$ cat src/rtl/grayscale_2_raw_mosaic.sv
// Re-mosaics an 8-bit grayscale stream into a 10-bit raw Bayer stream with line/frame timing.
// Optional per-site gain stage (adds one cycle of latency) is enabled by defining BAYER_GAIN_EN.
module grayscale_2_raw_mosaic #(
    parameter int WIDTH  = 640,
    parameter int HEIGHT = 480,
    parameter int HBLANK = 16,
    parameter int VBLANK = 64
) (
    input  logic       clk,
    input  logic       reset,
    input  logic       s_valid,
    output logic       s_ready,
    input  logic       s_sof,
    input  logic [7:0] s_data,
    input  logic [3:0] gain_r,
    input  logic [3:0] gain_gr,
    input  logic [3:0] gain_gb,
    input  logic [3:0] gain_b,
    output logic [9:0] raw_data,
    output logic       enable,
    output logic       line_valid,
    output logic       frame_valid,
    output logic       sync_err
);

    localparam int CW   = (WIDTH > 1) ? $clog2(WIDTH) : 1;
    localparam int RW   = (HEIGHT > 1) ? $clog2(HEIGHT) : 1;
    localparam int BMAX = (HBLANK > VBLANK) ? HBLANK : VBLANK;
    localparam int BW   = (BMAX > 1) ? $clog2(BMAX) : 1;

    localparam logic [CW-1:0] COL_LAST = CW'(WIDTH - 1);
    localparam logic [RW-1:0] ROW_LAST = RW'(HEIGHT - 1);

    typedef enum logic [1:0] {
        ST_IDLE,
        ST_ACTIVE,
        ST_HBLANK,
        ST_VBLANK
    } state_t;

    state_t        state, state_next;
    logic [CW-1:0] col, col_next, pix_col;
    logic [RW-1:0] row, row_next, pix_row;
    logic [BW-1:0] blank_cnt, blank_next;
    logic          accept, restart, emit;

    logic [9:0]    s1_raw;
    logic          s1_en, s1_fv, s1_se;
    logic          frame_d;

    // Ready is held low while reset is asserted so the source sees no acceptance.
    assign s_ready = ~reset & ((state == ST_IDLE) | (state == ST_ACTIVE));
    assign accept  = s_valid & s_ready;
    assign restart = accept & s_sof;
    assign emit    = accept & (s_sof | (state == ST_ACTIVE));
    assign pix_col = restart ? '0 : col;
    assign pix_row = restart ? '0 : row;

    always_ff @(posedge clk or posedge reset) begin
        if (reset) begin
            state     <= ST_IDLE;
            col       <= '0;
            row       <= '0;
            blank_cnt <= '0;
        end else begin
            state     <= state_next;
            col       <= col_next;
            row       <= row_next;
            blank_cnt <= blank_next;
        end
    end

    always_comb begin
        state_next = state;
        col_next   = col;
        row_next   = row;
        blank_next = blank_cnt;
        case (state)
            ST_IDLE, ST_ACTIVE: begin
                if (emit) begin
                    if (pix_col == COL_LAST) begin
                        col_next = '0;
                        if (pix_row == ROW_LAST) begin
                            row_next   = '0;
                            state_next = ST_VBLANK;
                            blank_next = BW'(VBLANK - 1);
                        end else begin
                            row_next   = pix_row + 1'b1;
                            state_next = ST_HBLANK;
                            blank_next = BW'(HBLANK - 1);
                        end
                    end else begin
                        col_next   = pix_col + 1'b1;
                        row_next   = pix_row;
                        state_next = ST_ACTIVE;
                    end
                end
            end
            ST_HBLANK: begin
                if (blank_cnt == '0) state_next = ST_ACTIVE;
                else blank_next = blank_cnt - 1'b1;
            end
            ST_VBLANK: begin
                if (blank_cnt == '0) state_next = ST_IDLE;
                else blank_next = blank_cnt - 1'b1;
            end
            default: state_next = ST_IDLE;
        endcase
    end

    // frame_valid stays up across stalls and horizontal blanking until the last pixel leaves.
    assign frame_d = emit | (s1_fv & ((state == ST_ACTIVE) | (state == ST_HBLANK)));

    always_ff @(posedge clk or posedge reset) begin
        if (reset) begin
            s1_raw <= '0;
            s1_en  <= 1'b0;
            s1_fv  <= 1'b0;
            s1_se  <= 1'b0;
        end else begin
            if (emit) s1_raw <= {s_data, s_data[7:6]};
            s1_en <= emit;
            s1_fv <= frame_d;
            s1_se <= restart & (state == ST_ACTIVE);
        end
    end

`ifdef BAYER_GAIN_EN
    logic [3:0]  gain_site, s1_gain;
    logic [13:0] product;

    always_comb begin
        case ({pix_row[0], pix_col[0]})
            2'b00:   gain_site = gain_r;
            2'b01:   gain_site = gain_gr;
            2'b10:   gain_site = gain_gb;
            default: gain_site = gain_b;
        endcase
    end

    assign product = 14'(s1_raw) * 14'(s1_gain);

    always_ff @(posedge clk or posedge reset) begin
        if (reset) begin
            s1_gain     <= '0;
            raw_data    <= '0;
            enable      <= 1'b0;
            line_valid  <= 1'b0;
            frame_valid <= 1'b0;
            sync_err    <= 1'b0;
        end else begin
            if (emit) s1_gain <= gain_site;
            // Product of 4096 or more would exceed 10 bits after the Q2.2 shift.
            if (s1_en) raw_data <= (|product[13:12]) ? 10'h3FF : product[11:2];
            enable      <= s1_en;
            line_valid  <= s1_en;
            frame_valid <= s1_fv;
            sync_err    <= s1_se;
        end
    end
`else
    logic unused_gain;
    assign unused_gain = ^{gain_r, gain_gr, gain_gb, gain_b};

    assign raw_data    = s1_raw;
    assign enable      = s1_en;
    assign line_valid  = s1_en;
    assign frame_valid = s1_fv;
    assign sync_err    = s1_se;
`endif

endmodule
$ cat config.mk
export PLATFORM = sky130hd
export DESIGN_NAME = grayscale_2_raw_mosaic
export DESIGN_NICKNAME = d
export VERILOG_FILES = /design/src/rtl/grayscale_2_raw_mosaic.sv
export SDC_FILE = /design/constraint.sdc
export NUM_CORES = 1
export LEC_CHECK = 0
export ABC_AREA = 1
export CORE_MARGIN = 2
export CORE_UTILIZATION = 52
export DETAILED_ROUTE_END_ITERATION = 6
export PLACE_DENSITY = 0.8
export SETUP_SLACK_MARGIN = 0.3
export SYNTH_ARGS = -nofsm -noshare
export SYNTH_HDL_FRONTEND = slang
export SYNTH_SLANG_ARGS = --single-unit
$ cat constraint.sdc
create_clock -name clk -period 3 [get_ports clk]
set_input_delay 0.6 -clock clk [delete_from_list [all_inputs] [get_ports clk]]
set_output_delay 0.6 -clock clk [all_outputs]
set_load 0.05 [all_outputs]
==> flow_summary.ini <==
[sta]
fin_crit_sh = 0.840
totalNegativeSetupSlack_ns = 0
timing.final.setup_violations = 0
slew_violations = 0
final.min_clock_period_ns = 2.52
slew-limit-headroom = 0.655
finalClockSkew_ns = 0.00409
max_slew.worst_pin.slew_ns = 0.516
grt_setup_unrepaired = false
fmax_mhz = 397
final_hold_viol_count = 0

[final_layout]
fillCellCount = 370
num_antenna_cells = 0
finish.utilization = 0.645
area.growth.synth_to_final_pct = 21.0
drive_above_1_share = 0.105
design.final.nets = 379

[cts]
clock-sinks = 38
worstSkewPairLatency_ns = 0.30
tritoncts = yes
clk_pin_slew_worst_paths_ns = 0.08
cts_resized = 0
cts-htree-levels = 2
cts_hold_repair.buffers = 0
postCtsSetupBuffers = 0
clock_tree.root_cell = sky130_fd_sc_hd__clkbuf_8
cts_made_buffers = 5
maximum_count_of_clock_buffers_along_a_single_path = 2

[routing]
drc = 0
drt.antenna.violating_nets = 0
first_iter_violations = 167
route.final.wire_length_um = 5020
drt_pass1_iterations = 5
num_vias = 2086
detail_route.wl_per_cell_um = 12.7
route.detailed.vias_per_inst = 5.27

[hold_path]
min-delay-path-class = flip-flop to flip-flop
hold_path_depth = 2

[pwr]
ir_worst_vdd_mv = 0.333
power.density_nw_per_um2 = 404
leakage_nw = 1.43
totalPowerFinal_mw = 1.12

[grt]
gr_usage_total = 0.216
grt_start_max_net_pins = 39
via_count_of_the_first_global_routing_pass = 1997
grt_pass1_wl_um = 8580
initial_antenna_violation_count = 0
grt_remaining_overflow = 0

[synth]
post_synth_instance_area_um2 = 2290
post_synth_main_area_contributors = sky130_fd_sc_hd__dfrtp_1 42%, sky130_fd_sc_hd__nand2_1 17%, sky130_fd_sc_hd__inv_1 5.9%
syn_inst = 311
synth.distinct_cells = 30
synth-seq-area-share = 0.415
synth_largest_area_cell = sky130_fd_sc_hd__dfrtp_1
synth.yosys.warnings = 0
synthesis.nets = 347
ys_ff_latch = 38
synth.avg_cell_area_um2 = 7.36
synth_largest_type_area_fraction = 0.415

[setup_path]
critPathLaunchType = input pin
crit_slowest_cell = sky130_fd_sc_hd__clkdlybuf4s50_1
timing.critical_path.cells = clkdlybuf4s50_1 -> clkinvlp_4 -> nand4_4 -> nand2_2 -> inv_1 -> ha_2 -> nand3_2 -> nor2_4 -> nand3_4 -> nor2_4 -> nand2_1 -> nand2_1 -> nand2_1 -> nand2_1
worstSetupPathType = input pin to flip-flop
cp_common_cell = sky130_fd_sc_hd__nand2_1
cp_max_fo = 9
cp.required_ns = 3.24
slowest_delay_ns = 0.52
crit_path_end_kind = flip-flop
r2r.worst_path.cells = 16
critical_path_arrival_ns = 2.76

[floorplan]
io_pins = 43
initial_core_util = 0.533
rows = 24
die_h_um = 70.4
chipWidth_um = 70.4
placeableCoreArea_um2 = 4290
die_area_um2 = 4950

[placement]
half_perimeter_wire_length_of_the_detailed_placement_result_um = 3430
portBuffers = 26
gpl.final_weighted_congestion = 0.823

[flow_run]
cap_viol_max_count = 0

[run_status]
run_status = finished clean
-- kinds of logic after synthesis --
| logic type | count (synthesis) | share of synthesized area |
|---|---|---|
| xor gates and xnor gates | 7 | 0.0268 |
| AOI/OAI and AO/OA | 37 | 0.0874 |
| DFF | 38 | 0.415 |
| adders and majority gates | 8 | 0.0437 |
| buffers and inverters | 48 | 0.0956 |
| and+or+nand+nor | 173 | 0.331 |
-- final timing paths --
check | slack [ns] | end | from
min in group asynchronous | 0.84 | sync_err$_DFF_PP0_ | reset
max in group asynchronous | 1.82 | blank_cnt[5]$_DFFE_PP0P_ | reset
worst max-delay path | 0.48 | row[7]$_DFFE_PP0P_ | reset
worst min-delay path | 0.48 | raw_data[3]$_DFFE_PP0P_ | raw_data[3]$_DFFE_PP0P_
worst max register to register | 0.50 | row[7]$_DFFE_PP0P_ | state[1]$_DFFE_PP0P_
worst min register to register | 0.48 | raw_data[3]$_DFFE_PP0P_ | raw_data[3]$_DFFE_PP0P_
-- layout by cell type (no fill, tap or decap), types with 7 or more instances in the layout --
cell and count:
sky130_fd_sc_hd__nand2_1 101, sky130_fd_sc_hd__dfrtp_1 38, sky130_fd_sc_hd__inv_1 35, sky130_fd_sc_hd__nor2_1 26
sky130_fd_sc_hd__nand3_1 26, sky130_fd_sc_hd__clkdlybuf4s50_1 25, sky130_fd_sc_hd__o21ai_0 16, sky130_fd_sc_hd__buf_4 10
sky130_fd_sc_hd__o21ai_1 9, sky130_fd_sc_hd__ha_1 7
-- registers in the layout, indices dropped and copies added, names as in the netlist --
name,count
blank_cnt,6
col,10
enable,1
frame_valid,1
raw_data,8
row,9
state,2
sync_err,1
-- cells in the mapped netlist (all sizes together) --
master	count
nand2	106
xnor2	1
o31ai	1
nand3	28
clkbuf	2
nor2	31
a21oi	6
o22ai	1
o21ai	26
nand3b	1
inv	38
nand4	6
o21bai	2
a21boi	1
dfrtp	38
xor2	6
nor4	1
ha	8
buf	8
-- worst max-delay path, delay by kind of cell --
family	cells	cell delay [ns]
fa+ha+maj	1	0.21
simple gates	10	1.17
buf+inv	3	0.76
-- routing by layer --
layer	global-route usage	up-vias	routed length, µm
met2	0.382	47	2560
met1	0.254	984	2210
met3	0.0476	6	201
met5	0	-	0
li1	-	1049	-
met4	0.0833	0	53
-- through the flow --
step	hold WS (ns)	std cells	instance area [µm²]	setup WS (ns)
3_5_place_dp	0.460	385	2610	0.155
6_report	0.478	396	2770	0.481
5_1_grt	0.501	396	2770	0.277
3_3_place_gp	0.454	385	2610	0.189
2_1_floorplan	0.449	311	2320	0.0420
4_1_cts	0.479	393	2750	0.445
-- layout make-up --
type | count | area [µm²] | share of cell area
clock buffers | 5 | 68.8 | 0.0248
clock inverters | 3 | 68.8 | 0.0248
inverters | 38 | 149 | 0.0537
multi-input cells | 225 | 1140 | 0.412
flip-flops and latches | 38 | 951 | 0.343
well taps | 52 | 65.1 | 0.0235
repair buffers | 35 | 325 | 0.117
-- power by group --
part | leakage [nW] | total, mW | switching [mW] | internal, mW
combinational | 0.846 | 0.0743 | 0.0476 | 0.0267
clock | 0.0683 | 0.532 | 0.198 | 0.333
sequential | 0.517 | 0.513 | 0 | 0.513
total | 1.43 | 1.12 | 0.246 | 0.873
Note: power is estimated with default switching activity, not from simulation.
